<file path="src/rtl/esc_i2c_reg_bank_if.sv">
// Register-access bus between the I2C slave and the ESC register bank.
interface esc_i2c_reg_bank_if;
   logic       i2c_wr;
   logic       i2c_rd;
   logic [7:0] i2c_index;
   logic [7:0] i2c_wdata;
   logic [7:0] i2c_rdata;

   modport master (
      output i2c_wr, i2c_rd, i2c_index, i2c_wdata,
      input  i2c_rdata
   );

   modport slave (
      input  i2c_wr, i2c_rd, i2c_index, i2c_wdata,
      output i2c_rdata
   );
endinterface

</file>
<file path="src/rtl/esc_i2c_reg_bank.sv">
// ESC motor command register bank: CTRL/duty/divider/watchdog/scratch registers,
// read-only status, speed snapshot and ID, behind the I2C slave strobes.
module esc_i2c_reg_bank #(
   parameter logic [7:0]  ID_VALUE   = 8'hA5,
   parameter int unsigned WDOG_PRESC = 16,
   parameter logic [15:0] DIV_RESET  = 16'd1000
) (
   input  logic                    clk,
   input  logic                    rst,
   esc_i2c_reg_bank_if.slave       bus,
   input  logic                    fault,
   input  logic [15:0]             speed,
   output logic                    motor_en,
   output logic                    motor_dir,
   output logic                    brake,
   output logic [9:0]              duty,
   output logic [15:0]             pwm_div,
   output logic                    wdog_timeout,
   output logic                    fault_latched
);

   logic                  wr_q;
   logic                  rd_q;
   logic                  wr_edge;
   logic                  rd_edge;
   logic [9:0]            duty_r;
   logic [7:0]            duty_l;
   logic [7:0]            div_l;
   logic [7:0]            wdog_cfg;
   logic [7:0]            wdog_cnt;
   logic [7:0]            scratch [10];
   logic [7:0]            snap;
   logic [7:0]            rdata_r;
   logic [7:0]            rd_mux;
   logic [WDOG_PRESC-1:0] presc;
   logic                  tick;
   logic                  in_scratch;
   logic [3:0]            sidx;
   logic                  ctrl_wr;
   logic                  wdog_hit;
   logic                  timeout_nx;
   logic                  fault_nx;
   logic                  en_nx;
   logic [15:0]           div_commit;

   assign wr_edge    = bus.i2c_wr & ~wr_q;
   assign rd_edge    = bus.i2c_rd & ~rd_q;
   assign tick       = &presc;
   assign in_scratch = (bus.i2c_index[7:4] == 4'h4) && (bus.i2c_index[3:0] >= 4'h6);
   assign sidx       = bus.i2c_index[3:0] - 4'h6;
   assign ctrl_wr    = wr_edge && (bus.i2c_index == 8'h40);
   // An accepted write reloads the counter, so it also masks expiry that cycle.
   assign wdog_hit   = (wdog_cfg != '0) && (wdog_cnt == wdog_cfg) && !wr_edge;
   assign div_commit = {bus.i2c_wdata, div_l};
   assign duty       = brake ? '0 : duty_r;
   assign bus.i2c_rdata = rdata_r;

   // Flag/enable resolution: CTRL clears first, then en, then watchdog and fault override.
   always_comb begin
      timeout_nx = wdog_timeout;
      fault_nx   = fault_latched;
      en_nx      = motor_en;
      if (ctrl_wr) begin
         if (bus.i2c_wdata[7]) timeout_nx = 1'b0;
         if (bus.i2c_wdata[6] && !fault) fault_nx = 1'b0;
         en_nx = bus.i2c_wdata[0] && !timeout_nx && !fault_nx;
      end
      if (wdog_hit) begin
         timeout_nx = 1'b1;
         en_nx      = 1'b0;
      end
      if (fault) begin
         fault_nx = 1'b1;
         en_nx    = 1'b0;
      end
   end

   // Read mux from the current index.
   always_comb begin
      rd_mux = '0;
      if (in_scratch) begin
         rd_mux = scratch[sidx];
      end else begin
         case (bus.i2c_index)
            8'h40:   rd_mux = {5'b0, brake, motor_dir, motor_en};
            8'h41:   rd_mux = duty_l;
            8'h42:   rd_mux = {6'b0, duty_r[9:8]};
            8'h43:   rd_mux = div_l;
            8'h44:   rd_mux = pwm_div[15:8];
            8'h45:   rd_mux = wdog_cfg;
            8'h50:   rd_mux = {5'b0, motor_en, fault_latched, wdog_timeout};
            8'h51:   rd_mux = speed[7:0];
            8'h52:   rd_mux = snap;
            8'h53:   rd_mux = ID_VALUE;
            default: rd_mux = '0;
         endcase
      end
   end

   // Strobe edge detectors, read data register and speed snapshot.
   always_ff @(posedge clk) begin
      if (rst) begin
         wr_q    <= 1'b1;
         rd_q    <= 1'b1;
         rdata_r <= '0;
         snap    <= '0;
      end else begin
         wr_q    <= bus.i2c_wr;
         rd_q    <= bus.i2c_rd;
         rdata_r <= rd_mux;
         if (rd_edge && (bus.i2c_index == 8'h51)) snap <= speed[15:8];
      end
   end

   // Watchdog prescaler and tick counter; counter holds once it reaches the limit.
   always_ff @(posedge clk) begin
      if (rst) begin
         presc    <= '0;
         wdog_cnt <= '0;
      end else begin
         presc <= presc + 1'b1;
         if (wr_edge)
            wdog_cnt <= '0;
         else if (tick && (wdog_cfg != '0) && (wdog_cnt != wdog_cfg))
            wdog_cnt <= wdog_cnt + 8'd1;
      end
   end

   // Command registers and sticky flags.
   always_ff @(posedge clk) begin
      if (rst) begin
         motor_en      <= 1'b0;
         motor_dir     <= 1'b0;
         brake         <= 1'b1;
         duty_r        <= '0;
         duty_l        <= '0;
         div_l         <= '0;
         pwm_div       <= DIV_RESET;
         wdog_cfg      <= 8'd100;
         wdog_timeout  <= 1'b0;
         fault_latched <= 1'b0;
         for (int unsigned i = 0; i < 10; i++) scratch[i] <= '0;
      end else begin
         motor_en      <= en_nx;
         wdog_timeout  <= timeout_nx;
         fault_latched <= fault_nx;
         if (wr_edge) begin
            if (in_scratch) begin
               scratch[sidx] <= bus.i2c_wdata;
            end else begin
               case (bus.i2c_index)
                  8'h40: begin
                     motor_dir <= bus.i2c_wdata[1];
                     brake     <= bus.i2c_wdata[2];
                  end
                  8'h41: duty_l   <= bus.i2c_wdata;
                  8'h42: duty_r   <= {bus.i2c_wdata[1:0], duty_l};
                  8'h43: div_l    <= bus.i2c_wdata;
                  8'h44: pwm_div  <= (div_commit == '0) ? 16'd1 : div_commit;
                  8'h45: wdog_cfg <= bus.i2c_wdata;
                  default: ;
               endcase
            end
         end
      end
   end

endmodule
</file>
<file path="src/flat_wrapper.sv">
// flat-port wrapper written by rule: the top's interface ports become plain ports
module esc_i2c_reg_bank_flat 
#(
   parameter logic [7:0]  ID_VALUE   = 8'hA5,
   parameter int unsigned WDOG_PRESC = 16,
   parameter logic [15:0] DIV_RESET  = 16'd1000
)
  (clk, rst, fault, speed, motor_en, motor_dir, brake, duty, pwm_div, wdog_timeout, fault_latched, bus_i2c_wr, bus_i2c_rd, bus_i2c_index, bus_i2c_wdata, bus_i2c_rdata);
  esc_i2c_reg_bank_if bus_i ();
  input  logic clk;
  input  logic rst;
  input  logic fault;
  input  logic [15:0] speed;
  output logic motor_en;
  output logic motor_dir;
  output logic brake;
  output logic [9:0] duty;
  output logic [15:0] pwm_div;
  output logic wdog_timeout;
  output logic fault_latched;
  input wire logic [$bits(bus_i.i2c_wr)-1:0] bus_i2c_wr;
  input wire logic [$bits(bus_i.i2c_rd)-1:0] bus_i2c_rd;
  input wire logic [$bits(bus_i.i2c_index)-1:0] bus_i2c_index;
  input wire logic [$bits(bus_i.i2c_wdata)-1:0] bus_i2c_wdata;
  output wire logic [$bits(bus_i.i2c_rdata)-1:0] bus_i2c_rdata;
  assign bus_i.i2c_wr = bus_i2c_wr;
  assign bus_i.i2c_rd = bus_i2c_rd;
  assign bus_i.i2c_index = bus_i2c_index;
  assign bus_i.i2c_wdata = bus_i2c_wdata;
  assign bus_i2c_rdata = bus_i.i2c_rdata;
  esc_i2c_reg_bank #(.ID_VALUE(ID_VALUE), .WDOG_PRESC(WDOG_PRESC), .DIV_RESET(DIV_RESET)) u_core (.clk(clk), .rst(rst), .bus(bus_i), .fault(fault), .speed(speed), .motor_en(motor_en), .motor_dir(motor_dir), .brake(brake), .duty(duty), .pwm_div(pwm_div), .wdog_timeout(wdog_timeout), .fault_latched(fault_latched));
endmodule
</file>
<file path="config.mk">
export PLATFORM = sky130hd
export DESIGN_NAME = esc_i2c_reg_bank_flat
export DESIGN_NICKNAME = d
export VERILOG_FILES = /design/src/rtl/esc_i2c_reg_bank_if.sv /design/src/rtl/esc_i2c_reg_bank.sv /design/src/flat_wrapper.sv
export SDC_FILE = /design/constraint.sdc
export NUM_CORES = 1
export LEC_CHECK = 0
export CELL_PAD_IN_SITES_DETAIL_PLACEMENT = 1
export CELL_PAD_IN_SITES_GLOBAL_PLACEMENT = 2
export CORE_MARGIN = 2
export CORE_UTILIZATION = 43
export CTS_CLUSTER_DIAMETER = 60
export DETAILED_ROUTE_END_ITERATION = 10
export GPL_TIMING_DRIVEN = 0
export PLACE_DENSITY_LB_ADDON = 0.05
export SLEW_MARGIN = 5
export SYNTH_ARGS = -nofsm -noshare
export SYNTH_HDL_FRONTEND = slang
export SYNTH_SLANG_ARGS = --single-unit
</file>
<file path="constraint.sdc">
create_clock -name clk -period 4.4 [get_ports clk]
set_input_delay 0.66 -clock clk [delete_from_list [all_inputs] [get_ports clk]]
set_output_delay 0.66 -clock clk [all_outputs]
set_load 0.02 [all_outputs]
</file>
==> run metrics, run 1 <==
outcome=complete, no violations; Fin Setup TNS=0 ns; hold buffer count at cts=0; Setup crit start kind=primary input; Max Cap Viol=0; CTS max path bufs=3; clock sinks=approximately 230; routed vias=between 7000 and 8000; Syn Nets=858; share of layout cells above drive strength 1=about an eighth; drt drc=0; 1st-pass router iterations=5; measured slew at the worst slew-check pin=1.10 ns; Max Slew Vio Count=0; CTS tree=done; Yosys reg bits=225; WL per Instance=25.9 µm; GPL Wtd Cong=about 0.86; Post-synth EDFFs=128; DP Area=roughly 0.011 mm²; Initial Util=44.0%; initial antenna violation count=0; synthesized instance count=~820; Arr. time, crit path=4.28 ns; synthesized area=0.0100 mm²; Max Freq=253 MHz; setup violators final=0; CP max FO=10; Power Total=4.58 mW; IO Port Bufs=72; Final Util=52.4%; Fin Clk Skew=0.00688 ns; Syn. warnings=0; sequential-to-total area share from yosys stat=57.8%; drt initial violations=between 400 and 500; VDD IR-drop max=around 0.25 mV; post-CTS setup buffer count=0; vias in the first global route=7631; Period minus WS final=roughly 4 ns; post-route cell area=around 0.012 mm²; top cells by count, synth=edfxtp_1, nor2_1, dfxtp_1; Root Buffer=clkbuf_16; count of standard-cell rows=55; unrepaired setup endpoints after global routing=no; crit end category=flop; period utilisation layout=89.7%; pwr dens=~380 mW/mm²; clock-pin slew on the worst setup and hold paths=0.06 ns; final wirelength=~32 mm; Mapped Avg Cell Area=12.2 µm²; FF/Latch Area=0.00579 mm²; WP data required=4.73 ns; Layout fillers=~2400; worst skew pair latency=0.52 ns; core area=0.0227 mm²; Vias/cell=5.84; pin count of the biggest net entering global routing=14; Inserted Clock Buffers=25; LEAKAGE=~4.2 nW; Final #Nets=959; die width=157 µm; kind of critical path=primary input to flop; Hold Vio Cnt, Final=0; GR Util All Layers=around a quarter; # diodes=0; Synth top area share=about 38%; top_reg_cell synth=edfxtp_1; Slew headroom=about a quarter; post-synth top area cell=edfxtp_1; Resized cells post-CTS=0; IO Count=76; die area=0.0245 mm²; die height=157 µm; Hold WC Path Type=flop to flop; area occupied by multi-input gates=0.00394 mm²; remaining antenna violation count after routing=0; H-Tree Depth=1; Overflow after GRT=0; most frequent cell after synthesis=edfxtp_1; asr flop ratio synth=0%; Layout area overhead=19.0%; first-pass GRT wire length=between 40 and 50 mm; hpwl dp=23.4 mm; top cells by area, synth=edfxtp_1, dfxtp_1, mux4_2; Yosys cell types=68
## cell usage in the layout (no fill, tap or decap), drive strengths merged, types with 15 or more instances in the layout
cell type / Yosys / layout
nor2b: 20 / 20
and2: 35 / 35
dfxtp: 97 / 97
edfxtp: 128 / 128
nand3: 19 / 19
a21oi: 17 / 17
nand2: 28 / 28
clkbuf: 33 / 66
buf: 21 / 23
nor3: 21 / 21
nor2: 114 / 114
mux4: 32 / 32
nor4: 15 / 15
mux2i: 52 / 52
inv: 15 / 16
o21ai: 18 / 18
clkdlybuf4s50: 0 / 72
## critical path: stages
cell and delay (ns):
clkdlybuf4s50_1 0.53, buf_2 0.26, buf_1 0.60, clkbuf_1 0.86
mux4_2 0.45, a22o_1 0.21, o21ai_0 0.40, o21ai_0 0.28
## flip-flops by register name, indices dropped and copies added, names as in the netlist
name	count
u_core.brake	1
u_core.bus.i2c_rdata	8
u_core.div_l	8
u_core.duty_l	8
u_core.duty_r	10
u_core.fault_latched	1
u_core.motor_dir	1
u_core.motor_en	1
u_core.presc	16
u_core.pwm_div	16
u_core.rd_q	1
u_core.scratch	128
u_core.snap	8
u_core.wdog_cfg	8
u_core.wdog_cnt	8
u_core.wdog_timeout	1
u_core.wr_q	1
## final cells by class
cell class | count | share of cell area (%)
timing repair buffer | 74 | 6.18
multi-input combinational | 524 | 33.1
sequential | 225 | 48.6
clock buffer | 33 | 5.51
clock inverter | 12 | 1.16
tap | 285 | 3.00
inverter | 15 | 0.473
buffer | 54 | 1.95
## through the flow
step	std cells	worst slack, ns	hold slack, ns
2_1_floorplan	818	1.28	0.430
3_3_place_gp	1175	-0.0747	0.447
3_5_place_dp	1177	-0.0301	0.453
4_1_cts	1222	0.508	0.474
5_1_grt	1222	0.395	0.518
6_report	1222	0.451	0.468
## logic make-up (layout without fill, tap and decap cells)
kind of cell / after synthesis / count (layout) / share of synthesized area [%]
and+or+nand+nor: 311 / 311 / 16.9
buffers and inverters: 69 / 188 / 2.88
muxes: 86 / 86 / 12.6
adders and majority gates: 3 / 3 / 0.375
DFF: 225 / 225 / 57.8
AOI/OAI and AO/OA: 102 / 102 / 7.46
xor gates and xnor gates: 22 / 22 / 1.93
## final timing paths
kind	startpoint	to	slack (ns)	depth (start not counted)
max	bus_i2c_index[1]	u_core.bus.i2c_rdata[2]	0.45	8
min	u_core.presc[0]	u_core.presc[0]	0.47	1
max reg2reg	u_core.wr_q	u_core.scratch[14][6]	1.51	5
min reg2reg	u_core.presc[0]	u_core.presc[0]	0.47	1
## report_power, final
part / switching [mW] / total (mW) / internal, mW
Combinational: 0.175 / 0.268 / 0.0935
Clock: 0.844 / 2.07 / 1.22
Sequential: 0.00965 / 2.24 / 2.23
## per-layer routing
layer / up-vias / routed length (µm) / GRT usage, % / share of wire [%]
met1: 3652 / 13000 / 33.1 / 41
met4: 0 / 946 / 7.99 / 3.0
li1: 3235 / - / - / -
met3: 56 / 1450 / 3.66 / 4.6
met2: 192 / 16300 / 46.6 / 52
met5: - / 0 / 0 / 0
Note: power is estimated with default switching activity, not from simulation.
==> run 2: changes to the inputs <==
--- a/config.mk
+++ b/config.mk
@@ -7,7 +7,7 @@
 export LEC_CHECK = 0
 export CELL_PAD_IN_SITES_DETAIL_PLACEMENT = 1
 export CELL_PAD_IN_SITES_GLOBAL_PLACEMENT = 2
-export CORE_MARGIN = 2
+export CORE_MARGIN = 4
 export CORE_UTILIZATION = 43
 export CTS_CLUSTER_DIAMETER = 60
 export DETAILED_ROUTE_END_ITERATION = 10
==> run 2 against run 1 <==
Global-route usage fell by 1.6 points. Wire length is 0.21% lower. Die area increased by 5.2%. Register-to-register slack got worse by 0.09 ns. Sequential power about the same. Sequential share of layout area decreased by 0.092 points. Non-clock buffer count stayed put. Final cell count increased by 2.5%. Total power decreased by 1.5%. Clock skew grew 0.014 ns. Worst setup slack improved by 0.031 ns.
==> run metrics, run 2 (same netlist as run 1, synthesis figures left out) <==
outcome=complete, no violations; biggest regs=u_core.scratch x128, u_core.presc x16, u_core.pwm_div x16; first-pass GRT wire length=48.8 mm; Slew headroom=23.1%; CTS max path bufs=3; die width=161 µm; Critical R2R Launch=u_core.wr_q; IO Port Bufs=between 70 and 80; CP max FO=10; CTS tree=done; crit end category=flop; reg2reg end=u_core.scratch[4][3]; period utilisation layout=89.0%; LEAKAGE=4.24 nW; post-CTS setup buffer count=0; 1st-pass router iterations=5; Period minus WS final=slightly below 4 ns; Root Buffer=clkbuf_16; post-route cell area=0.0119 mm²; drt drc=0; pwr dens=378 mW/mm²; # diodes=0; count of standard-cell rows=55; measured slew at the worst slew-check pin=1.15 ns; core area=0.0228 mm²; Arr. time, crit path=4.07 ns; Final #Nets=between 900 and 1000; Layout fillers=2350; clock sinks=roughly 230; Max Slew Vio Count=0; initial antenna violation count=0; Worst setup startpoint=bus_i2c_index[2]; commonest cells after routing, fill and taps aside=edfxtp_1, nor2_1, dfxtp_1; most flop-heavy register=u_core.scratch; vias in the first global route=roughly 8000; Max Cap Viol=0; remaining antenna violation count after routing=0; Resized cells post-CTS=0; clock-pin slew on the worst setup and hold paths=approximately 0.050 ns; r2r setup slk=1.42 ns; GPL Wtd Cong=0.830; VDD IR-drop max=0.223 mV; Hold WC Path Type=flop to flop; routed vias=about 7100; kind of critical path=primary input to flop; WP data required=roughly 4.6 ns; die height=161 µm; area occupied by multi-input gates=0.00394 mm²; Hold Vio Cnt, Final=0; hpwl dp=23.2 mm; GR Util All Layers=roughly 25%; Fin Clk Skew=roughly 0.02 ns; die area=0.0258 mm²; IO Count=between 70 and 80; commonest non-fill, non-tap cell in the layout=edfxtp_1; unrepaired setup endpoints after global routing=no; max reg flops=128; setup violators final=0; Setup crit start kind=primary input; H-Tree Depth=1; WL per Instance=25.2 µm; drt initial violations=440; Overflow after GRT=0; worst skew pair latency=0.53 ns; Final Util=52.3%; Layout area overhead=19.2%; end point of the critical path=u_core.scratch[4][3]; Inserted Clock Buffers=26; Max Freq=255 MHz; DP Area=0.0111 mm²; Vias/cell=5.64; final wirelength=31.6 mm; pin count of the biggest net entering global routing=14; cells on worst reg2reg path=5; FF/Latch Area=0.00579 mm²; share of layout cells above drive strength 1=12.1%; hold buffer count at cts=0; Initial Util=43.9%
[run 2: worst min path at each step]
stage	depth (start not counted)	slack, ns	end	startpoint
after floorplan	1	0.43	u_core.presc[0]	u_core.presc[0]
after global placement	1	0.45	u_core.presc[0]	u_core.presc[0]
after detailed placement	1	0.46	u_core.presc[0]	u_core.presc[0]
after CTS	1	0.47	u_core.presc[0]	u_core.presc[0]
after global routing	1	0.50	u_core.presc[0]	u_core.presc[0]
final	1	0.47	u_core.presc[0]	u_core.presc[0]
[run 2: final cells by class]
class / count / area share (%)
plain buffers: 54 / 1.94
clock buffers: 40 / 6.20
clock inverters: 7 / 0.346
inverters: 15 / 0.472
multi-input cells: 524 / 33.1
flip-flops and latches: 225 / 48.5
well taps: 313 / 3.28
repair buffers: 74 / 6.17
[run 2: critical path, cell delays in order]
cell,delay [ns]
clkdlybuf4s50_1,0.70
ha_1,0.24
xor2_1,0.63
and2_1,0.33
clkbuf_1,0.49
nand3_1,0.47
nand2b_1,0.53
[run 2: stage by stage]
step	instances	power (mW)	hold slack (ns)	setup TNS (ns)	setup slack [ns]
2_1_floorplan	818	2.43	0.430	0	1.28
3_3_place_gp	1203	2.55	0.451	-2.34	-0.147
3_5_place_dp	1205	2.56	0.460	-1.23	-0.0734
4_1_cts	1252	4.54	0.472	0	0.498
5_1_grt	1252	4.67	0.497	0	0.229
6_report	1252	4.51	0.472	0	0.483
[run 2: where the power goes]
| group | internal [mW] | switching [mW] | total [mW] |
|---|---|---|---|
| Sequential | 2.23 | 0.00925 | 2.24 |
| Clock | 1.16 | 0.843 | 2.00 |
| Combinational | 0.0934 | 0.174 | 0.267 |
[run 2: layer usage]
metal / global-route usage [%] / wire length [µm] / part of all wire (%)
met5: 0 / 0 / 0
met4: 7.59 / 913 / 2.9
met3: 3.70 / 1380 / 4.4
met2: 43.7 / 16500 / 52
met1: 31.1 / 12800 / 41
==> patch 1, RTL diff (settings of run 1) <==
Add an input register stage for `fault` and `speed`; this delays them by one clock. The other inputs are not delayed to match.
--- a/src/rtl/esc_i2c_reg_bank.sv
+++ b/src/rtl/esc_i2c_reg_bank.sv
@@ -18,6 +18,14 @@
    output logic                    wdog_timeout,
    output logic                    fault_latched
 );
+
+   logic fault_q;
+   logic [15:0] speed_q;
+
+   always_ff @(posedge clk) begin
+      fault_q <= fault;
+      speed_q <= speed;
+   end
 
    logic                  wr_q;
    logic                  rd_q;
@@ -62,14 +70,14 @@
       en_nx      = motor_en;
       if (ctrl_wr) begin
          if (bus.i2c_wdata[7]) timeout_nx = 1'b0;
-         if (bus.i2c_wdata[6] && !fault) fault_nx = 1'b0;
+         if (bus.i2c_wdata[6] && !fault_q) fault_nx = 1'b0;
          en_nx = bus.i2c_wdata[0] && !timeout_nx && !fault_nx;
       end
       if (wdog_hit) begin
          timeout_nx = 1'b1;
          en_nx      = 1'b0;
       end
-      if (fault) begin
+      if (fault_q) begin
          fault_nx = 1'b1;
          en_nx    = 1'b0;
       end
@@ -89,7 +97,7 @@
             8'h44:   rd_mux = pwm_div[15:8];
             8'h45:   rd_mux = wdog_cfg;
             8'h50:   rd_mux = {5'b0, motor_en, fault_latched, wdog_timeout};
-            8'h51:   rd_mux = speed[7:0];
+            8'h51:   rd_mux = speed_q[7:0];
             8'h52:   rd_mux = snap;
             8'h53:   rd_mux = ID_VALUE;
             default: rd_mux = '0;
@@ -108,7 +116,7 @@
          wr_q    <= bus.i2c_wr;
          rd_q    <= bus.i2c_rd;
          rdata_r <= rd_mux;
-         if (rd_edge && (bus.i2c_index == 8'h51)) snap <= speed[15:8];
+         if (rd_edge && (bus.i2c_index == 8'h51)) snap <= speed_q[15:8];
       end
    end
 
Formal check against the unedited RTL: not equivalent (Yosys sat finds a counterexample within 4 cycles, from zero or initial values and one cycle with rst high).
==> patch 1 against run 1 <==
Global-route usage decreased by 0.63 points; synthesized area grew 3.5%; total power up 7.4%; cell area rose by 3.9%; via count up 3.3%; sequential cell count up 17; wire length is 1.9% higher; critical path depth fell by 1; worst setup slack improved by 0.30 ns.
==> patch 1: results (changes against run 1) <==
<table>
<tr><th>Metric</th><th>Value</th></tr>
<tr><th colspan="2">Placement</th></tr>
<tr><td>Final HPWL from detailed placement</td><td>23,500 um (+0.44%)</td></tr>
<tr><td>Routability-driven placement congestion ratio</td><td>0.903 (+4.4%)</td></tr>
<tr><th colspan="2">Global routing</th></tr>
<tr><td>GR Util met1</td><td>31.7% (-1.4 points)</td></tr>
<tr><td>Maximum number of pins on one net before global-route repair</td><td>15 (+1)</td></tr>
<tr><td>Met2 capacity usage during global routing</td><td>46.3% (-0.35 points)</td></tr>
<tr><th colspan="2">Worst setup path</th></tr>
<tr><td>Critical path's slowest cell</td><td>o21ai_1</td></tr>
<tr><td>Length in cells of the worst reg-to-reg path</td><td>6 (+1)</td></tr>
<tr><td>Delay of the slowest cell on the worst path</td><td>0.73 ns (-0.13 ns)</td></tr>
<tr><th colspan="2">Detailed routing</th></tr>
<tr><td>Starting DRT DRC Count</td><td>421 (-8.5%)</td></tr>
<tr><td>DR WL/cell</td><td>25.0 um (-3.6%)</td></tr>
<tr><td>Metal-1 WL</td><td>13,200 um (+2.0%)</td></tr>
<tr><td>Total met2 wirelength after detailed routing</td><td>16,600 um (+2.0%)</td></tr>
<tr><td>Vias</td><td>7,367 (+3.3%)</td></tr>
<tr><th colspan="2">Run status</th></tr>
<tr><td>Status</td><td>finished clean</td></tr>
<tr><th colspan="2">Synth</th></tr>
<tr><td>Sequential cell area fraction in the yosys report</td><td>59.2% (+1.3 points)</td></tr>
<tr><td>Count of unique library cells instantiated by Yosys</td><td>66 (-2.9%)</td></tr>
<tr><td>Cells taking the most area after synthesis</td><td>edfxtp_1 (37%), dfxtp_1 (22%), mux4_2 (7.2%)</td></tr>
<tr><td>Commonest cells post-synth</td><td>edfxtp_1 (128), dfxtp_1 (114), nor2_1 (79)</td></tr>
<tr><th colspan="2">Cells and area</th></tr>
<tr><td>Layout cells sized above 1</td><td>13.9% (+1.9 points)</td></tr>
<tr><td>NumNets Final</td><td>992 (+3.4%)</td></tr>
<tr><td>Count of filler cells inserted in the layout</td><td>2,476 (+4.1%)</td></tr>
<tr><th colspan="2">Power</th></tr>
<tr><td>Worst IR drop on VDD</td><td>0.000313 V (+26%)</td></tr>
<tr><th colspan="2">Timing</th></tr>
<tr><td>Final setup skew</td><td>0.0121 ns (+0.00517 ns)</td></tr>
<tr><th colspan="2">Floorplanning</th></tr>
<tr><td>Die Footprint</td><td>0.0253 mm2 (+3.4%)</td></tr>
<tr><th colspan="2">Clock network</th></tr>
<tr><td>TritonCTS Buffers</td><td>27 (+8.0%)</td></tr>
<tr><td>Clock insertion delay at the later pin of the skew report</td><td>0.54 ns (+0.02 ns)</td></tr>
</table>
[patch 1: cell types whose count changed after synthesis, sizes merged, moves of 13 or more]
cell	delta
nor2	-24
a21oi	+24
mux2i	-13
nand3	+22
dfxtp	+17
nand2	+42
[patch 1: final cells by class]
class	instances	area, um2	share of cell area (%)
plain buffers	55	263	2.13
repair buffers	72	721	5.83
clock buffers	40	797	6.45
multi-input cells	538	3910	31.6
well taps	319	399	3.23
flip-flops and latches	242	6130	49.5
clock inverters	10	88.8	0.718
inverters	16	60.1	0.486
[patch 1: final timing paths]
kind,from,endpoint
worst max register to register,u_core.presc[0],u_core.wdog_cnt[6]
worst min register to register,u_core.fault_q,u_core.motor_en
worst min-delay path,u_core.fault_q,u_core.motor_en
worst max-delay path,bus_i2c_index[0],u_core.scratch[9][7]
[patch 1: logic make-up after synthesis]
logic type               after synthesis  share of synthesized area (%)
XOR/XNOR                              21                           1.78
multiplexers                          73                           11.1
flip-flops                           242                           59.2
AND/OR/NAND/NOR                      323                           16.6
buffers and inverters                 71                           3.12
AO/OA/AOI/OAI                        118                           7.88
adder cells (fa/ha/maj)                3                          0.363
[patch 1: per-stage QoR]
stage                     setup WS (ns)  std cells  cell area (um2)  TNS [ns]
after detailed placement         -0.142       1242            11500     -1.13
after global placement          -0.0891       1242            11500    -0.709
after floorplan                    1.28        851            10400         0
after CTS                         0.415       1292            12400         0
after global routing              0.658       1292            12400         0
final                             0.754       1292            12400         0
[patch 1: power breakdown]
part / switching, mW / internal (mW)
logic: 0.171 / 0.0933
registers: 0.0135 / 2.40
clock network: 0.924 / 1.32
==> patch 2, RTL diff (settings of run 1) <==
Without the edit above. `WDOG_PRESC` is set to 16 in 2 places; all go to 18.
--- a/src/rtl/esc_i2c_reg_bank.sv
+++ b/src/rtl/esc_i2c_reg_bank.sv
@@ -2,7 +2,7 @@
 // read-only status, speed snapshot and ID, behind the I2C slave strobes.
 module esc_i2c_reg_bank #(
    parameter logic [7:0]  ID_VALUE   = 8'hA5,
-   parameter int unsigned WDOG_PRESC = 16,
+   parameter int unsigned WDOG_PRESC = 18,
    parameter logic [15:0] DIV_RESET  = 16'd1000
 ) (
    input  logic                    clk,
--- a/src/flat_wrapper.sv
+++ b/src/flat_wrapper.sv
@@ -2,7 +2,7 @@
 module esc_i2c_reg_bank_flat 
 #(
    parameter logic [7:0]  ID_VALUE   = 8'hA5,
-   parameter int unsigned WDOG_PRESC = 16,
+   parameter int unsigned WDOG_PRESC = 18,
    parameter logic [15:0] DIV_RESET  = 16'd1000
 )
   (clk, rst, fault, speed, motor_en, motor_dir, brake, duty, pwm_div, wdog_timeout, fault_latched, bus_i2c_wr, bus_i2c_rd, bus_i2c_index, bus_i2c_wdata, bus_i2c_rdata);
Check against the original RTL: same outputs for any inputs over 4 cycles, from zero or initial values and one cycle with rst high; that may be too few to reach the edited logic, so the function may still have changed.
==> patch 2 against run 1 <==
Critical path depth shrank 2; worst setup slack gained 0.14 ns; combinational power up 7%; total power up 4.6%; first-iteration DRC count grew 31%; cell area is 2.2% higher; synthesized area up 1.5%; utilization down 0.26 points; register-to-register slack gained 0.17 ns; sequential cell count rose by 2; count of clock-buffer cells in the layout fell by 2; wire length increased by 8.1%; highest routed layer unchanged.
==> patch 2: results (changes against run 1) <==
<table>
<tr><th>Metric</th><th>Value</th></tr>
<tr><th colspan="2">Timing</th></tr>
<tr><td>Slew headroom</td><td>13.9% (-13 points)</td></tr>
<tr><th colspan="2">Synth</th></tr>
<tr><td>Sequential cell area fraction in the yosys report</td><td>57.4% (-0.46 points)</td></tr>
<tr><td>Post-synthesis net count</td><td>928 (+8.2%)</td></tr>
<tr><td>Commonest cells post-synth</td><td>edfxtp_1 (128), dfxtp_1 (99), nor2_1 (82)</td></tr>
<tr><td>Avg Cell Area, Syn</td><td>11.4 um2 (-6.5%)</td></tr>
<tr><td>Cells taking the most area after synthesis</td><td>edfxtp_1 (38%), dfxtp_1 (20%), mux4_2 (6.4%)</td></tr>
<tr><td>Count of unique library cells instantiated by Yosys</td><td>73 (+7.4%)</td></tr>
<tr><th colspan="2">Worst setup path</th></tr>
<tr><td>Delay of the slowest cell on the worst path</td><td>0.92 ns (+0.06 ns)</td></tr>
<tr><td>Arrival time of data at the critical path endpoint</td><td>3.94 ns (-0.34 ns)</td></tr>
<tr><th colspan="2">Detailed routing</th></tr>
<tr><td>Total iterations of the first detailed-routing run</td><td>7 (+2)</td></tr>
<tr><td>Total met2 wirelength after detailed routing</td><td>17,100 um (+4.8%)</td></tr>
<tr><td>Metal-1 WL</td><td>14,200 um (+9.6%)</td></tr>
<tr><td>Vias</td><td>7,776 (+9.0%)</td></tr>
<tr><td>Total wire length</td><td>34,200 um (+8.1%)</td></tr>
<tr><td>Met3 Routed Length</td><td>1960 um (+36%)</td></tr>
<tr><td>Starting DRT DRC Count</td><td>604 (+31%)</td></tr>
<tr><th colspan="2">Cells and area</th></tr>
<tr><td>Registers with the highest flip-flop counts</td><td>u_core.scratch x128, u_core.presc x18, u_core.pwm_div x16</td></tr>
<tr><td>Layout cells sized above 1</td><td>11.3% (-0.63 points)</td></tr>
<tr><td>NumNets Final</td><td>1,027 (+7.1%)</td></tr>
<tr><th colspan="2">Global routing</th></tr>
<tr><td>GRT Total Usage</td><td>28.2% (+2.0 points)</td></tr>
<tr><td>Wire length of the first global-routing pass</td><td>51,600 um (+8.8%)</td></tr>
<tr><td>Number of global-route vias before repair</td><td>8,326 (+9.1%)</td></tr>
<tr><th colspan="2">Placement</th></tr>
<tr><td>Final HPWL from detailed placement</td><td>25,000 um (+7.1%)</td></tr>
<tr><td>Standard cell area after detailed placement</td><td>0.0113 mm2 (+1.5%)</td></tr>
<tr><td>Routability-driven placement congestion ratio</td><td>0.955 (+10%)</td></tr>
<tr><td>Pre-CTS WS</td><td>-0.230 ns (-0.200 ns)</td></tr>
<tr><th colspan="2">Clock network</th></tr>
<tr><td>TritonCTS Buffers</td><td>26 (+4.0%)</td></tr>
<tr><th colspan="2">Run status</th></tr>
<tr><td>Status</td><td>finished clean</td></tr>
<tr><th colspan="2">Power</th></tr>
<tr><td>Leak Pwr</td><td>4.39 nW (+3.9%)</td></tr>
</table>
==> patch 2: final timing paths <==
check,from,endpoint,slack [ns],cells past startpoint
hold reg to reg,u_core.presc[0],u_core.presc[0],0.45,1
setup reg to reg,u_core.wr_q,u_core.scratch[8][3],1.68,5
hold / removal,u_core.presc[0],u_core.presc[0],0.45,1
setup / recovery,bus_i2c_index[1],u_core.scratch[13][1],0.59,6
==> patch 2: area by class of cell <==
class                      count  area [um2]
clock inverter                17         186
tap                          319         399
timing repair buffer          71         708
antenna                        1        2.50
inverter                      18        67.6
clock buffer                  31         701
buffer                        65         277
sequential                   227        5830
multi-input combinational    578        4000
fill                        2489       11200
==> patch 2: worst max-delay path, delay by kind of cell <==
kind / cells / cell delay, ns
and+or+nand+nor: 2 / 1.29
buffers and inverters: 4 / 1.98
==> patch 2: power breakdown <==
group | internal (mW) | total (mW) | switching (mW)
clock | 1.37 | 2.24 | 0.872
sequential | 2.25 | 2.26 | 0.0106
combinational | 0.0975 | 0.287 | 0.190
total | 3.72 | 4.79 | 1.07
==> patch 2: routing by layer <==
layer  vias to the layer above  GRT usage, %
met3                        67          3.72
li1                       3490             -
met5                         -             0
met2                       265          48.6
met1                      3954          37.1
met4                         0          8.79
==> patch 2: logic make-up after synthesis <==
logic type	count (synthesis)	synth area share, %
xor gates and xnor gates	22	1.90
AOI/OAI and AO/OA	135	8.64
adders and majority gates	3	0.370
muxes	68	10.3
and+or+nand+nor	350	18.0
buffers and inverters	83	3.39
DFF	227	57.4
==> patch 2: through the flow <==
stage	setup TNS (ns)	util (%)
final	0	52.1
after global routing	0	52.1
after CTS	0	52.1
after detailed placement	-2.85	48.3
after global placement	-0.546	48.2
after floorplan	0	-
